===== src/rtl/sdc_sector_server.sv =====
// Serves per-device 512-byte sector read/write requests from the data controller
// against a byte-stream raw-sector card port, adding a per-device image base offset.
module sdc_sector_server #(
  parameter int          DEVS    = 4,
  parameter logic [23:0] TIMEOUT = 24'd8000000
) (
  input  logic               clk,
  input  logic               _systemReset,
  input  logic [DEVS-1:0]    req_rd,
  input  logic [DEVS-1:0]    req_wr,
  input  logic [31:0]        req_lba,
  input  logic [7:0]         req_data,
  input  logic [32*DEVS-1:0] img_base,
  output logic               busy,
  output logic               done,
  output logic               err,
  output logic [7:0]         data_out,
  output logic               data_en,
  output logic [8:0]         addr,
  output logic               card_rd,
  output logic               card_wr,
  output logic [31:0]        card_lba,
  input  logic               card_busy,
  input  logic [7:0]         card_rd_data,
  input  logic               card_rd_valid,
  output logic [7:0]         card_wr_data,
  output logic               card_wr_valid,
  input  logic               card_wr_ready,
  input  logic               card_err
);

  localparam int DW = (DEVS > 1) ? $clog2(DEVS) : 1;

  localparam logic [2:0] S_IDLE       = 3'd0;
  localparam logic [2:0] S_ISSUE      = 3'd1;
  localparam logic [2:0] S_RD_STREAM  = 3'd2;
  localparam logic [2:0] S_WR_FETCH   = 3'd3;
  localparam logic [2:0] S_WR_OFFER   = 3'd4;
  localparam logic [2:0] S_FINISH     = 3'd5;
  localparam logic [2:0] S_DONE       = 3'd6;
  localparam logic [2:0] S_FINISH_ERR = 3'd7;

  logic [2:0]      state_q, state_d;
  logic [DEVS-1:0] pend_rd_q, pend_rd_d;
  logic [DEVS-1:0] pend_wr_q, pend_wr_d;
  logic [31:0]     lba_q [DEVS];
  logic [31:0]     card_lba_q, card_lba_d;
  logic            is_rd_q, is_rd_d;
  logic [8:0]      addr_q, addr_d;
  logic [7:0]      data_out_q, data_out_d;
  logic            data_en_q, data_en_d;
  logic [23:0]     wd_q, wd_d;
  logic            card_busy_q;

  // A request seen in an arbitrating cycle competes immediately, so an idle
  // server issues the card command in the cycle right after the pulse.
  logic [DEVS-1:0] eff_rd, eff_wr;
  logic [31:0]     eff_lba [DEVS];
  logic            sel_valid, sel_rd;
  logic [DW-1:0]   sel_dev;

  assign eff_rd = pend_rd_q | req_rd;
  assign eff_wr = pend_wr_q | (req_wr & ~req_rd);

  always_comb begin
    for (int i = 0; i < DEVS; i++) begin
      eff_lba[i] = (req_rd[i] || req_wr[i]) ? req_lba : lba_q[i];
    end
  end

  // NOTE: every always_comb output gets a default before any branch so that no
  // path leaves it unassigned, which would infer a latch.
  always_comb begin
    sel_valid = 1'b0;
    sel_dev   = '0;
    sel_rd    = 1'b0;
    for (int i = DEVS - 1; i >= 0; i--) begin
      if (eff_rd[i] || eff_wr[i]) begin
        sel_valid = 1'b1;
        sel_dev   = DW'(i);
        sel_rd    = eff_rd[i];
      end
    end
  end

  logic in_xfer, arbitrating, abort;

  assign in_xfer = (state_q == S_ISSUE) || (state_q == S_RD_STREAM) ||
                   (state_q == S_WR_FETCH) || (state_q == S_WR_OFFER) ||
                   (state_q == S_FINISH);
  assign arbitrating = (state_q == S_IDLE) || (state_q == S_DONE) ||
                       (state_q == S_FINISH_ERR);
  assign abort = in_xfer && (card_err || (wd_q >= (TIMEOUT - 24'd1)));

  always_comb begin
    state_d    = state_q;
    pend_rd_d  = eff_rd;
    pend_wr_d  = eff_wr;
    card_lba_d = card_lba_q;
    is_rd_d    = is_rd_q;
    addr_d     = addr_q;
    data_out_d = data_out_q;
    data_en_d  = 1'b0;
    wd_d       = in_xfer ? wd_q + 24'd1 : 24'd0;

    if (abort) begin
      state_d = S_FINISH_ERR;
      addr_d  = 9'd0;
    end else if (arbitrating) begin
      state_d = S_IDLE;
      if (sel_valid) begin
        state_d    = S_ISSUE;
        is_rd_d    = sel_rd;
        card_lba_d = img_base[32*sel_dev +: 32] + eff_lba[sel_dev];
        if (sel_rd) pend_rd_d[sel_dev] = 1'b0;
        else        pend_wr_d[sel_dev] = 1'b0;
      end
    end else begin
      case (state_q)
        S_ISSUE: begin
          wd_d    = 24'd0;
          addr_d  = 9'd0;
          state_d = is_rd_q ? S_RD_STREAM : S_WR_FETCH;
        end
        S_RD_STREAM: begin
          if (data_en_q) begin
            addr_d = addr_q + 9'd1;
            wd_d   = 24'd0;
          end
          if (data_en_q && addr_q == 9'd511) begin
            state_d = S_FINISH;
          end else if (card_rd_valid) begin
            data_en_d  = 1'b1;
            data_out_d = card_rd_data;
          end
        end
        S_WR_FETCH: state_d = S_WR_OFFER;
        S_WR_OFFER: begin
          if (card_wr_ready) begin
            wd_d    = 24'd0;
            addr_d  = addr_q + 9'd1;
            state_d = (addr_q == 9'd511) ? S_FINISH : S_WR_FETCH;
          end
        end
        S_FINISH: begin
          if (card_busy != card_busy_q) wd_d = 24'd0;
          if (!card_busy) state_d = S_DONE;
        end
        default: state_d = S_IDLE;
      endcase
    end
  end

  // NOTE: sequential state uses non-blocking assignments only, so every
  // register samples the pre-edge values regardless of statement order.
  always_ff @(posedge clk or negedge _systemReset) begin
    if (!_systemReset) begin
      state_q     <= S_IDLE;
      pend_rd_q   <= '0;
      pend_wr_q   <= '0;
      card_lba_q  <= '0;
      is_rd_q     <= 1'b0;
      addr_q      <= '0;
      data_out_q  <= '0;
      data_en_q   <= 1'b0;
      wd_q        <= '0;
      card_busy_q <= 1'b0;
    end else begin
      state_q     <= state_d;
      pend_rd_q   <= pend_rd_d;
      pend_wr_q   <= pend_wr_d;
      card_lba_q  <= card_lba_d;
      is_rd_q     <= is_rd_d;
      addr_q      <= addr_d;
      data_out_q  <= data_out_d;
      data_en_q   <= data_en_d;
      wd_q        <= wd_d;
      card_busy_q <= card_busy;
    end
  end

  // NOTE: the lba store is deliberately left without reset; an entry is only
  // read once its pending bit is set, which always rewrites it first.
  always_ff @(posedge clk) begin
    for (int i = 0; i < DEVS; i++) begin
      if (req_rd[i] || req_wr[i]) lba_q[i] <= req_lba;
    end
  end

  assign busy          = in_xfer;
  assign done          = (state_q == S_DONE) || (state_q == S_FINISH_ERR);
  assign err           = (state_q == S_FINISH_ERR);
  assign data_out      = data_out_q;
  assign data_en       = data_en_q;
  assign addr          = addr_q;
  assign card_rd       = (state_q == S_ISSUE) && is_rd_q;
  assign card_wr       = (state_q == S_ISSUE) && !is_rd_q;
  assign card_lba      = card_lba_q;
  assign card_wr_valid = (state_q == S_WR_OFFER);
  assign card_wr_data  = (state_q == S_WR_OFFER) ? req_data : 8'h00;

endmodule


===== config.mk =====
export PLATFORM = sky130hd
export DESIGN_NAME = sdc_sector_server
export DESIGN_NICKNAME = d
export VERILOG_FILES = /design/src/rtl/sdc_sector_server.sv
export SDC_FILE = /design/constraint.sdc
export NUM_CORES = 1
export LEC_CHECK = 0
export CAP_MARGIN = 20
export CORE_MARGIN = 2
export CORE_UTILIZATION = 46
export DETAILED_ROUTE_END_ITERATION = 8
export GPL_TIMING_DRIVEN = 0
export PLACE_DENSITY = 0.88
export SLEW_MARGIN = 25
export SYNTH_ARGS = -nofsm -noshare
export SYNTH_HDL_FRONTEND = slang
export SYNTH_SLANG_ARGS = --single-unit

===== constraint.sdc =====
create_clock -name clk -period 3.9 [get_ports clk]
set_input_delay 0.585 -clock clk [delete_from_list [all_inputs] [get_ports clk]]
set_output_delay 0.585 -clock clk [all_outputs]
set_load 0.05 [all_outputs]

# After elaboration in Yosys (flattened, before gate mapping)
# Memories as Yosys holds them, arrays and structs flattened.
# Cells that the tools add are included.
# word_totals
output_inout_bits,64
mem_count,1
inputBits,190
mem_bits_rw,128
romBits,0
word_cells,137
latchBits,0
reg_bits,87
# classes
n_mux,64
shift,1
n_reduce_logical,28
n_bitwise,11
multipliers,0
div,0
add_sub_neg,3
order_cmp,4
n_eq_ne,15
# mem_list
name,depth,width,read_ports,rd_ports_with_merged_regs,write_ports,line,rtl
lba_q,4,32,4,0,4,46,logic [31:0] lba_q [DEVS];
# ops
cell,n
32-bit two-way mux,6
24-bit two-way mux,6
128-bit by 8-bit variable part select with 32-bit output,1
24-bit case mux with 4 select lines,1
32-bit binary-select mux with 2-bit select,1
9-bit two-way mux,4
32-bit adder,1
4-bit two-way mux,8
9-bit case mux with 3 select lines,1
"24-bit by 1-bit adder with 24-bit output, second input constant",1
"24-bit by 23-bit greater-or-equal comparator with 1-bit output, second input constant",1
1-bit two-way mux,24
3-bit two-way mux,6
1-bit logical OR,16
3-bit case mux with 5 select lines,1
4-bit bitwise AND,3
"3-bit equality test, second input constant",4
"9-bit by 1-bit adder with 9-bit output, second input constant",1
"9-bit equality test, second input constant",1
2-bit two-way mux,4
8-bit two-way mux,1
4-bit inverter,2
4-bit OR,2
"3-bit by 2-bit equality test with 1-bit output, second input constant",2
other kinds (21),28

# Logic depth before layout (Yosys ltp)
# Gate-level depths: netlist (run 1).
# depth
ltp_word,18
mapped_depth,17
ltp_nobuf,14

# Least setup slack after synthesis (run 1)
# No wires, ideal clock.
# synth_timing
path_kind,input -> register
from,in req_wr[1]
to,"reg card_lba_q[30], in the netlist card_lba[30]"
arrival_time_ps,4208
path_slack_ps,-412
path_stages,15
t_required_ps,3796
path_buffers,3
setup_time_ps,104
path_cell_list,or4_1 -> buf_2 -> nand2_1 -> buf_1 -> clkbuf_1 -> o22ai_1 -> nor3_1 -> fa_1 -> a211o_1 -> o211ai_1 -> a22oi_2 -> a31oi_1 -> o41ai_2 -> nand3_1 -> o311ai_1
# synth_between
elab_chain_len,10
word_cells_on_any_way,16
cone_classes,add/sub (1); shift (1); mux (8); bitwise (3); reduce/logical (3)
# synth_rtl
element,line,rtl
"start, declared",10,"input logic [DEVS-1:0] req_wr,"
branches (longest 10 deep; another with 32-bit adder),--,
"end signal, assigned",172,card_lba_q <= card_lba_d;
"end, declared",47,"logic [31:0] card_lba_q, card_lba_d;"
# Parallel ways; which one is timed is not known. The select of a mux whose other input is x is not followed.
# A chain may end at the register's enable or synchronous reset.

# Worst setup path after layout (run 1)
# layout_timing
from,reg pend_wr_q[0]
to,"reg card_lba_q[31], in the netlist card_lba[31]"
# layout_between
elab_chain_len,8
word_cells_on_any_way,11
cone_classes,add/sub (1); shift (1); mux (5); bitwise (2); reduce/logical (2)
# layout_rtl
element,line,rtl
"start, declared",45,"logic [DEVS-1:0] pend_wr_q, pend_wr_d;"
"start signal, assigned",171,pend_wr_q <= pend_wr_d;
4-bit OR *,63,assign eff_wr = pend_wr_q | (req_wr & ~req_rd);
1-bit logical OR *,78,if (eff_rd[i] || eff_wr[i]) begin
branches (longest 6 deep; another with 32-bit adder),--,
# Every way passes the cells marked *. The select of a mux whose other input is x is not followed.

==> impl_metrics.py, run 1 <==
metrics = {
    "floorplan": {
        "pin_count": 254,
        "dieArea_um2": 25900,
        "start_util_pct": 46.8,
        "core_area_um2": 24200,
        "rows": 57,
        "dieWidth_um": 161,
        "die_h_um": 161,
    },
    "global_routing": {
        "grt_pass1_wl_um": 60700,
        "grt_antenna_before_repair": 0,
        "grt_remaining_overflow": 0,
        "grt_max_degree": 69,
        "grt.total_usage_pct": 29.4,
        "grt_pass1_vias": 11300,
    },
    "yosys": {
        "syn-num-nets": 1393,
        "synth_area_um2": 11300,
        "ys_seq_area_share_pct": 41.8,
        "synth_async_sr_flop_share_pct": 40.5,
        "synth_flop_cell": "dfxtp_1",
        "synth.avg_cell_area_um2": 9.73,
        "synth-edff-count": 0,
        "ys.warnings.count": 0,
        "synth-seq-cells": 215,
        "ys_types": 72,
        "synth_cells": 1165,
    },
    "clock_network": {
        "cts_tree": "yes",
        "insertion_delay_ps": 530,
        "cts-root-buf": "clkbuf_16",
        "htree_levels": 1,
        "clkSlewWorstSetupHoldPaths_ps": 70,
        "cts.path.max_buffers": 3,
        "clock_sinks": 215,
        "numCtsBuffers": 23,
    },
    "power": {
        "clkPwrFrac_pct": 22.8,
        "seqPwrFrac_pct": 28.3,
        "comb_power_share_pct": 49.0,
        "powerDensity_nw_per_um2": 596,
        "p_int_mw": 5.80,
        "power_switching_mw": 4.12,
        "swShare_pct": 41.5,
        "peakVddDrop_mv": 0.412,
        "p_leak_nw": 6.66,
    },
    "detailed_routing": {
        "dr.pass1.iters": 6,
        "drt_wl_total_um": 42300,
        "vias": 11600,
        "wl_per_cell_um": 22.9,
        "antenna_left": 0,
        "remaining_drc_errors": 0,
        "vias_per_cell": 6.28,
        "initialDrtViolationCount": 1166,
    },
    "cells_and_area": {
        "fin_area_um2": 16600,
        "syn_to_final_growth_pct": 46.8,
        "n_fill_cell": 1602,
        "n_antenna_cell": 0,
        "nNetsFinal": 1735,
        "drive_gt1_share_pct": 27.5,
    },
    "timing": {
        "setup_violations": 19,
        "maxSlewViolCount": 0,
        "finalHoldViolations": 0,
        "rsz0062_at_grt": "yes",
        "layout_worst_path_cycle_share_pct": 110,
        "period_minus_slack_ps": 4270,
        "fmax_mhz": 234,
        "worst_pin_slew_ps": 890,
        "setup_slack_ps": -371,
        "clock_skew_ps": 19.1,
        "slew_headroom_pct": 40.4,
    },
    "worst_setup_path": {
        "critPathKind": "reg2reg",
        "crit_path_end_kind": "flop",
        "required_ps": 4310,
        "arrival_ps": 4680,
        "path_max_fanout": 6,
        "cp-start-kind": "flop",
    },
    "run": {
        "cap_violations": 0,
    },
    "place": {
        "place_area_um2": 14400,
        "post-place-ws_ps": -1570,
        "gp_congestion": 0.955,
        "io_buffers": 253,
        "hpwl_um": 27500,
    },
    "run_status": {
        "violations": "negative setup slack",
        "status": "finished, violations left",
    },
    "worst_hold_path": {
        "hold_class": "in2reg",
    },
}
[synthesized netlist by cell type (all sizes together), types with 5 or more instances]
| cell | number | area share (%) |
|---|---|---|
| mux2 | 130 | 13 |
| dfxtp | 128 | 23 |
| nor2 | 106 | 3.5 |
| nand2 | 100 | 3.3 |
| dfrtp | 87 | 19 |
| a21oi | 60 | 2.6 |
| clkbuf | 48 | 1.6 |
| o21ai | 45 | 2.0 |
| ha | 37 | 4.1 |
| nor3 | 30 | 1.3 |
| o221a | 30 | 3.0 |
| o22a | 30 | 2.3 |
| o22ai | 24 | 1.3 |
| xnor2 | 24 | 1.9 |
| nand3 | 23 | 1.0 |
| xor2 | 22 | 1.7 |
| inv | 21 | 0.70 |
| buf | 18 | 0.73 |
| nand4 | 17 | 0.94 |
| a21o | 16 | 1.1 |
| a222oi | 15 | 1.3 |
| and3 | 12 | 0.66 |
| o31ai | 12 | 0.92 |
| a31oi | 10 | 0.61 |
| and2 | 9 | 0.50 |
| nor4 | 9 | 0.66 |
| or4 | 9 | 0.63 |
| o21a | 8 | 0.53 |
| a211oi | 7 | 0.46 |
| nand2b | 6 | 0.33 |
| nor2b | 5 | 0.28 |
| or2 | 5 | 0.28 |
[metrics by stage]
step / util [%] / cells / power (mW) / setup TNS (ps) / hold WS, ps
final: 68.7 / 1847 / 9.92 / -3320 / 465
after floorplan: - / 1165 / 5.58 / -508 / 289
after detailed placement: 59.4 / 1743 / 6.99 / -30530 / 438
after global routing: 68.7 / 1847 / 10.3 / -5500 / 483
after CTS: 66.4 / 1820 / 9.48 / -921 / 467
after global placement: 59.3 / 1742 / 6.88 / -102730 / 439
[layer usage]
layer,vias up,global-route usage (%),wire length (um)
li1,5023,-,-
met1,5660,34.6,15500
met2,742,51.1,20400
met3,181,6.21,4100
met4,0,14.1,2310
met5,-,0,0
[worst max-delay path, stage by stage (launching register included)]
cell and delay, ps:
dfrtp_1 400, or4_1 540, buf_6 160, nor2_4 120
buf_4 130, buf_6 130, nand2_8 90, clkbuf_8 160
buf_4 130, o22a_1 150, o221a_2 150, ha_1 430
nand2_1 160, nor2_2 260, nand2_1 150, nor4_1 420
a211oi_2 100, nand4_1 110, or3b_1 350
[timing repair]
item / CTS / global route
hold endpoints to repair: 19 / 0
setup endpoints to repair: 26 / 21
gates resized for setup: 135 / 72
setup buffers: 45 / 28
hold buffers: 1 / 0
pin swaps: 33 / 37
cloned: 1 / 0
[flip-flops by register name (all words and copies together), names as in the netlist]
signal and cells:
data_en 1, data_out 8, state_q 3, lba_q 128
pend_rd_q 4, addr 9, card_lba 32, card_busy_q 1
pend_wr_q 4, wd_q 24, is_rd_q 1
[cells by family after synthesis]
group / after synthesis / synth area share, %
flip-flops: 215 / 41.8
XOR/XNOR: 46 / 3.55
AND/OR/NAND/NOR: 347 / 14.6
multiplexers: 134 / 13.3
AO/OA/AOI/OAI: 298 / 19.5
buffers and inverters: 87 / 3.01
adder cells (fa/ha/maj): 38 / 4.26
[area by class of cell]
type	instances	area [um2]	share of cell area (%)
clock inverter	10	86.3	0.519
buffer	55	450	2.71
tap	324	405	2.43
timing repair buffer	328	3120	18.7
sequential	215	4740	28.5
clock buffer	31	699	4.20
inverter	21	78.8	0.473
multi-input combinational	863	7070	42.5
[layout by cell type, fill, tap and decap left out, types with 12 or more instances in the layout]
master,netlist,layout
xnor2_1,24,20
a21o_1,16,16
clkbuf_8,0,12
clkbuf_2,0,16
o21ai_1,25,24
ha_1,37,13
ha_4,0,16
clkbuf_16,0,28
o21ai_0,20,19
dfrtp_1,87,87
nand3_1,23,22
a21oi_1,60,48
nand2_1,99,96
mux2_2,122,122
nor3_1,30,18
dfxtp_1,128,128
a222oi_1,15,15
nor2_1,105,98
nand4_1,17,17
clkdlybuf4s50_1,0,244
o221a_1,17,16
xor2_1,22,19
inv_1,21,21
o22a_1,30,30
o22ai_1,24,17
buf_4,0,67
[power by group through the flow]
stage / clock network (mW) / logic [mW] / registers [mW]
after floorplan: 0 / 2.04 / 3.54
after global placement: 0 / 4.07 / 2.82
after detailed placement: 0 / 4.15 / 2.84
after CTS: 2.25 / 4.44 / 2.80
after global routing: 2.36 / 5.13 / 2.84
final: 2.26 / 4.86 / 2.81
[worst paths after layout]
path	from	end	slack, ps	cells past startpoint
worst max register to register	pend_wr_q[0]	card_lba[31]	-370	18
max in group asynchronous	_systemReset	wd_q[23]	2830	3
min in group asynchronous	_systemReset	wd_q[22]	470	2
worst min-delay path	req_wr[1]	pend_wr_q[1]	460	3
worst max-delay path	pend_wr_q[0]	card_lba[31]	-370	18
worst min register to register	lba_q[1][31]	lba_q[1][31]	470	2
No activity file was read; power rests on OpenSTA's default activity.
==> run 2, diff against run 1 <==
--- a/config.mk
+++ b/config.mk
@@ -11,6 +11,7 @@
 export DETAILED_ROUTE_END_ITERATION = 8
 export GPL_TIMING_DRIVEN = 0
 export PLACE_DENSITY = 0.88
+export RECOVER_POWER = 50
 export SLEW_MARGIN = 25
 export SYNTH_ARGS = -nofsm -noshare
 export SYNTH_HDL_FRONTEND = slang
==> impl_metrics.py, run 2 (synthesized netlist as in run 1, its figures left out) <==
metrics = {
    "place": {
        "place_area_um2": 14400,
        "io_buffers": 253,
        "gp_congestion": 0.955,
        "place_inst": 1743,
        "hpwl_um": 27500,
    },
    "cells_and_area": {
        "largest_reg_flops": 128,
        "final_common_cell": "clkdlybuf4s50_1",
        "regMostFlops": "lba_q",
        "final_cell_mix": "243 x clkdlybuf4s50_1, 128 x dfxtp_1, 100 x nor2_1, 96 x nand2_1, 87 x dfrtp_1",
        "drive_gt1_share_pct": 24.1,
        "fin_area_um2": 16600,
        "n_fill_cell": 1611,
        "n_antenna_cell": 0,
        "nNetsFinal": 1735,
        "syn_to_final_growth_pct": 46.5,
        "instances_no_fill": 1847,
    },
    "floorplan": {
        "core_area_um2": 24200,
        "die_h_um": 161,
        "rows": 57,
        "dieWidth_um": 161,
        "pin_count": 254,
        "start_util_pct": 46.8,
        "dieArea_um2": 25900,
    },
    "power": {
        "comb_power_share_pct": 48.9,
        "power_switching_mw": 4.10,
        "seqPwrFrac_pct": 28.4,
        "powerDensity_nw_per_um2": 596,
        "p_int_mw": 5.79,
        "clkPwrFrac_pct": 22.8,
        "p_leak_nw": 6.65,
        "swShare_pct": 41.5,
        "peakVddDrop_mv": 0.411,
        "total_power_mw": 9.89,
    },
    "worst_setup_path": {
        "timing.rr.start": "pend_wr_q[0]",
        "path_max_fanout": 5,
        "critPathKind": "reg2reg",
        "cp_num_buf_inv": 6,
        "cp-start-kind": "flop",
        "crit_path_start": "pend_wr_q[0]",
        "path_delay_family": "compound AO/OA/AOI/OAI gates",
        "slowest_stage": "or4_1",
        "crit_chain": "or4_1 > buf_6 > nor2_4 > nand3_4 > buf_8 > clkbuf_16 > o22ai_4 > a211oi_2 > ha_2 > fa_2 > a211o_1 > o211ai_1 > a22oi_2 > buf_4 > a31oi_4 > o41ai_4 > buf_4 > buf_4 > xnor2_2 > o21ai_1",
        "required_ps": 4340,
        "arrival_ps": 4690,
        "max_stage_delay_ps": 550,
        "crit_path_end_kind": "flop",
        "cp_common_cell": "buf_4",
    },
    "clock_network": {
        "insertion_delay_ps": 520,
        "cts.path.max_buffers": 3,
        "cts-root-buf": "clkbuf_16",
        "numCtsBuffers": 23,
        "cts_tree": "yes",
        "clock_sinks": 215,
        "clkSlewWorstSetupHoldPaths_ps": 70,
        "htree_levels": 1,
    },
    "detailed_routing": {
        "vias": 11600,
        "remaining_drc_errors": 0,
        "wl_per_cell_um": 22.8,
        "dr.pass1.iters": 6,
        "drt_wl_total_um": 42000,
        "initialDrtViolationCount": 1210,
        "antenna_left": 0,
        "vias_per_cell": 6.25,
    },
    "timing": {
        "rsz0062_at_grt": "yes",
        "worst_pin_slew_ps": 1710,
        "setup_violations": 19,
        "tns_ps": -3240,
        "fmax_mhz": 236,
        "slew_headroom_pct": -14.3,
        "layout_worst_path_cycle_share_pct": 109,
        "setup_slack_ps": -343,
        "period_minus_slack_ps": 4240,
        "fin_hold_ws_ps": 468,
        "clock_skew_ps": 15.4,
        "maxSlewViolCount": 69,
        "finalHoldViolations": 0,
    },
    "run_status": {
        "violations": "max-capacitance violations, max-slew violations, negative setup slack",
        "status": "finished, violations left",
    },
    "global_routing": {
        "grt.total_usage_pct": 29.4,
        "grt_pass1_vias": 11300,
        "grt_remaining_overflow": 0,
        "grt_antenna_before_repair": 0,
        "grt_max_degree": 69,
        "grt_pass1_wl_um": 60700,
    },
    "worst_hold_path": {
        "min_from": "lba_q[2][5]",
        "hold_class": "reg2reg",
    },
    "run": {
        "cap_violations": 1,
    },
}
run 2: area by class of cell:
type                            count  area (um2)  share of cell area [%]
Multi-Input combinational cell    863        7060                    42.5
Sequential cell                   215        4740                    28.5
Timing Repair Buffer              328        3090                    18.6
Clock buffer                       31         699                    4.21
Buffer                             55         447                    2.69
Tap cell                          324         405                    2.44
Clock inverter                     10        86.3                   0.520
Inverter                           21        78.8                   0.475
run 2: worst reg2reg max path, stage by stage (launching register included):
cell and delay (ps):
dfrtp_1 400, or4_1 550, buf_6 160, nor2_4 120, nand3_4 100, buf_8 140
clkbuf_16 150, o22ai_4 180, a211oi_2 70, ha_2 230, fa_2 390, a211o_1 270
o211ai_1 150, a22oi_2 200, buf_4 180, a31oi_4 250, o41ai_4 90, buf_4 170
buf_4 140, xnor2_2 120, o21ai_1 120
run 2: stage by stage:
stage	utilization, %	worst slack (ps)
6_report	68.5	-343
4_1_cts	66.4	-132
3_5_place_dp	59.4	-1570
2_1_floorplan	-	-118
3_3_place_gp	59.3	-1630
5_1_grt	68.5	-455
run 2: power by group through the flow:
stage / logic, mW / clock network (mW) / registers, mW
final: 4.83 / 2.25 / 2.81
after global routing: 5.11 / 2.36 / 2.84
after CTS: 4.44 / 2.25 / 2.80
after detailed placement: 4.15 / 0 / 2.84
after global placement: 4.07 / 0 / 2.82
after floorplan: 2.04 / 0 / 3.54
run 2: worst paths after layout:
kind | cells after the start | endpoint | slack (ps)
worst max-delay path | 20 | card_lba[24] | -340
worst min-delay path | 1 | lba_q[2][5] | 470
worst max register to register | 20 | card_lba[24] | -340
worst min register to register | 1 | lba_q[2][5] | 470
max in group asynchronous | 3 | pend_wr_q[3] | 910
min in group asynchronous | 2 | wd_q[22] | 770
run 2: what timing repair did:
item / in CTS / in global routing
hold endpoints to repair: 19 / 0
pin swaps: 33 / 37
hold buffers: 1 / 0
buffers inserted: 45 / 28
cloned: 1 / 0
endpoints found under the setup margin: 26 / 21
resized for setup: 135 / 72
run 2: metal layers:
layer	track usage (%)	up-vias	share of wire [%]
met1	34.6	5619	36
met4	14.1	0	5.3
met5	0	-	0
met3	6.21	168	9.7
met2	51.1	736	49
li1	-	5029	-
==> run 3, diff against run 2 <==
--- a/config.mk
+++ b/config.mk
@@ -12,6 +12,7 @@
 export GPL_TIMING_DRIVEN = 0
 export PLACE_DENSITY = 0.88
 export RECOVER_POWER = 50
+export REMOVE_ABC_BUFFERS = 1
 export SLEW_MARGIN = 25
 export SYNTH_ARGS = -nofsm -noshare
 export SYNTH_HDL_FRONTEND = slang
==> impl_metrics.py, run 3 (synthesized netlist as in run 1, its figures left out) <==
metrics = {
    "run_status": {
        "status": "finished, violations left",
        "violations": "max-capacitance violations, max-slew violations, negative setup slack",
    },
    "clock_network": {
        "cts-root-buf": "clkbuf_16",
        "cts.path.max_buffers": 3,
        "clkSlewWorstSetupHoldPaths_ps": 60,
        "numCtsBuffers": 24,
        "htree_levels": 1,
        "cts_tree": "yes",
        "insertion_delay_ps": 530,
        "clock_sinks": 215,
    },
    "floorplan": {
        "core_area_um2": 24200,
        "dieWidth_um": 161,
        "rows": 57,
        "start_util_pct": 46.8,
        "pin_count": 254,
        "dieArea_um2": 25900,
        "die_h_um": 161,
    },
    "detailed_routing": {
        "vias": 11500,
        "wl_per_cell_um": 23.0,
        "vias_per_cell": 6.26,
        "antenna_left": 0,
        "drt_wl_total_um": 42200,
        "initialDrtViolationCount": 1330,
        "dr.pass1.iters": 7,
        "remaining_drc_errors": 0,
    },
    "global_routing": {
        "grt_remaining_overflow": 0,
        "grt_antenna_before_repair": 1,
        "grt_max_degree": 65,
        "grt_pass1_wl_um": 59700,
        "grt.total_usage_pct": 28.9,
        "grt_pass1_vias": 11200,
    },
    "run": {
        "cap_violations": 1,
    },
    "place": {
        "place_inst": 1689,
        "hpwl_um": 23500,
        "gp_congestion": 0.910,
        "io_buffers": 253,
        "post-place-ws_ps": -1930,
    },
    "cells_and_area": {
        "drive_gt1_share_pct": 25.7,
        "nNetsFinal": 1718,
        "largest_reg_flops": 128,
        "syn_to_final_growth_pct": 47.9,
        "regMostFlops": "lba_q",
        "final_common_cell": "clkdlybuf4s50_1",
        "final_cell_mix": "243 x clkdlybuf4s50_1, 128 x dfxtp_1, 112 x mux2_2, 100 x nor2_1, 95 x nand2_1",
        "n_antenna_cell": 0,
        "instances_no_fill": 1832,
    },
    "power": {
        "powerDensity_nw_per_um2": 589,
        "total_power_mw": 9.88,
        "p_leak_nw": 6.67,
        "peakVddDrop_mv": 0.447,
    },
    "timing": {
        "maxSlewViolCount": 47,
        "setup_slack_ps": -201,
        "rsz0062_at_grt": "yes",
        "layout_worst_path_cycle_share_pct": 105,
        "fin_hold_ws_ps": 460,
        "worst_pin_slew_ps": 2700,
        "clock_skew_ps": 11.2,
        "period_minus_slack_ps": 4100,
        "setup_violations": 18,
        "slew_headroom_pct": -79.9,
        "finalHoldViolations": 0,
        "fmax_mhz": 244,
        "tns_ps": -1900,
    },
    "worst_setup_path": {
        "critPathKind": "reg2reg",
        "arrival_ps": 4490,
        "max_stage_delay_ps": 610,
        "cp-start-kind": "flop",
        "crit_chain": "or4_4 > buf_4 > nor3_4 > buf_4 > buf_6 > a222oi_1 > nand2_1 > ha_1 > nand2_1 > or4_1 > nor4_2 > o21a_1 > o31ai_2",
        "crit_path_end_kind": "flop",
        "slowest_stage": "or4_4",
        "path_max_fanout": 12,
        "required_ps": 4290,
    },
    "worst_hold_path": {
        "hold_class": "reg2reg",
    },
}
run 3: changes by cell type in the layout (fill, tap and decap cells not counted), sizes merged:
cell           change
clkbuf            -25
buf               +12
clkinv             -4
nand3              +4
clkdlybuf4s15      +2
dlygate4sd2        -2
inv                -2
nand2              +2
bufinv             -1
dlygate4sd3        -1
run 3: per-layer routing:
metal	up-vias	track usage [%]	wire, um
met4	2	12.5	2580
met3	215	5.91	4030
met5	-	0	13
met2	777	50.6	20100
li1	5009	-	-
met1	5467	34.5	15500
run 3: worst max-delay path: cells and delay by family, from the launching register on:
kind / cells / cell delay [ps]
flip-flops: 1 / 400
AND/OR/NAND/NOR: 6 / 2180
AO/OA/AOI/OAI: 3 / 360
adder cells (fa/ha/maj): 1 / 390
buffers and inverters: 3 / 620
run 3: layout make-up:
type,count,area (um2)
flip-flops and latches,215,4740
clock buffers,41,798
repair buffers,359,3660
well taps,324,405
multi-input cells,869,7070
fillers,1640,7480
inverters,21,78.8
clock inverters,3,15.0
run 3: power by group:
part / internal, mW / switching (mW)
combinational: 1.78 / 2.89
clock: 1.39 / 0.932
sequential: 2.60 / 0.285
run 3: through the flow:
step	cell area (um2)	utilization (%)
after floorplan	11100	-
after global placement	14000	57.8
after detailed placement	14400	59.2
after CTS	16100	66.4
after global routing	16800	69.2
final	16800	69.2
run 3: worst paths after layout:
check	from	endpoint	slack, ps	cells past startpoint
setup / recovery	pend_rd_q[0]	card_lba[28]	-200	13
hold / removal	lba_q[2][17]	lba_q[2][17]	460	2
setup reg to reg	pend_rd_q[0]	card_lba[28]	-200	13
hold reg to reg	lba_q[2][17]	lba_q[2][17]	460	2
max in group asynchronous	_systemReset	card_lba[13]	670	2
min in group asynchronous	_systemReset	pend_rd_q[1]	910	1
run 3: timing repair:
action / CTS / global route
endpoints found under the hold margin: 0 / 0
resized for setup: 82 / 64
endpoints found under the setup margin: 29 / 18
cloned: 7 / 3
setup buffers: 48 / 41
pin swaps: 32 / 31
hold buffers: 0 / 0
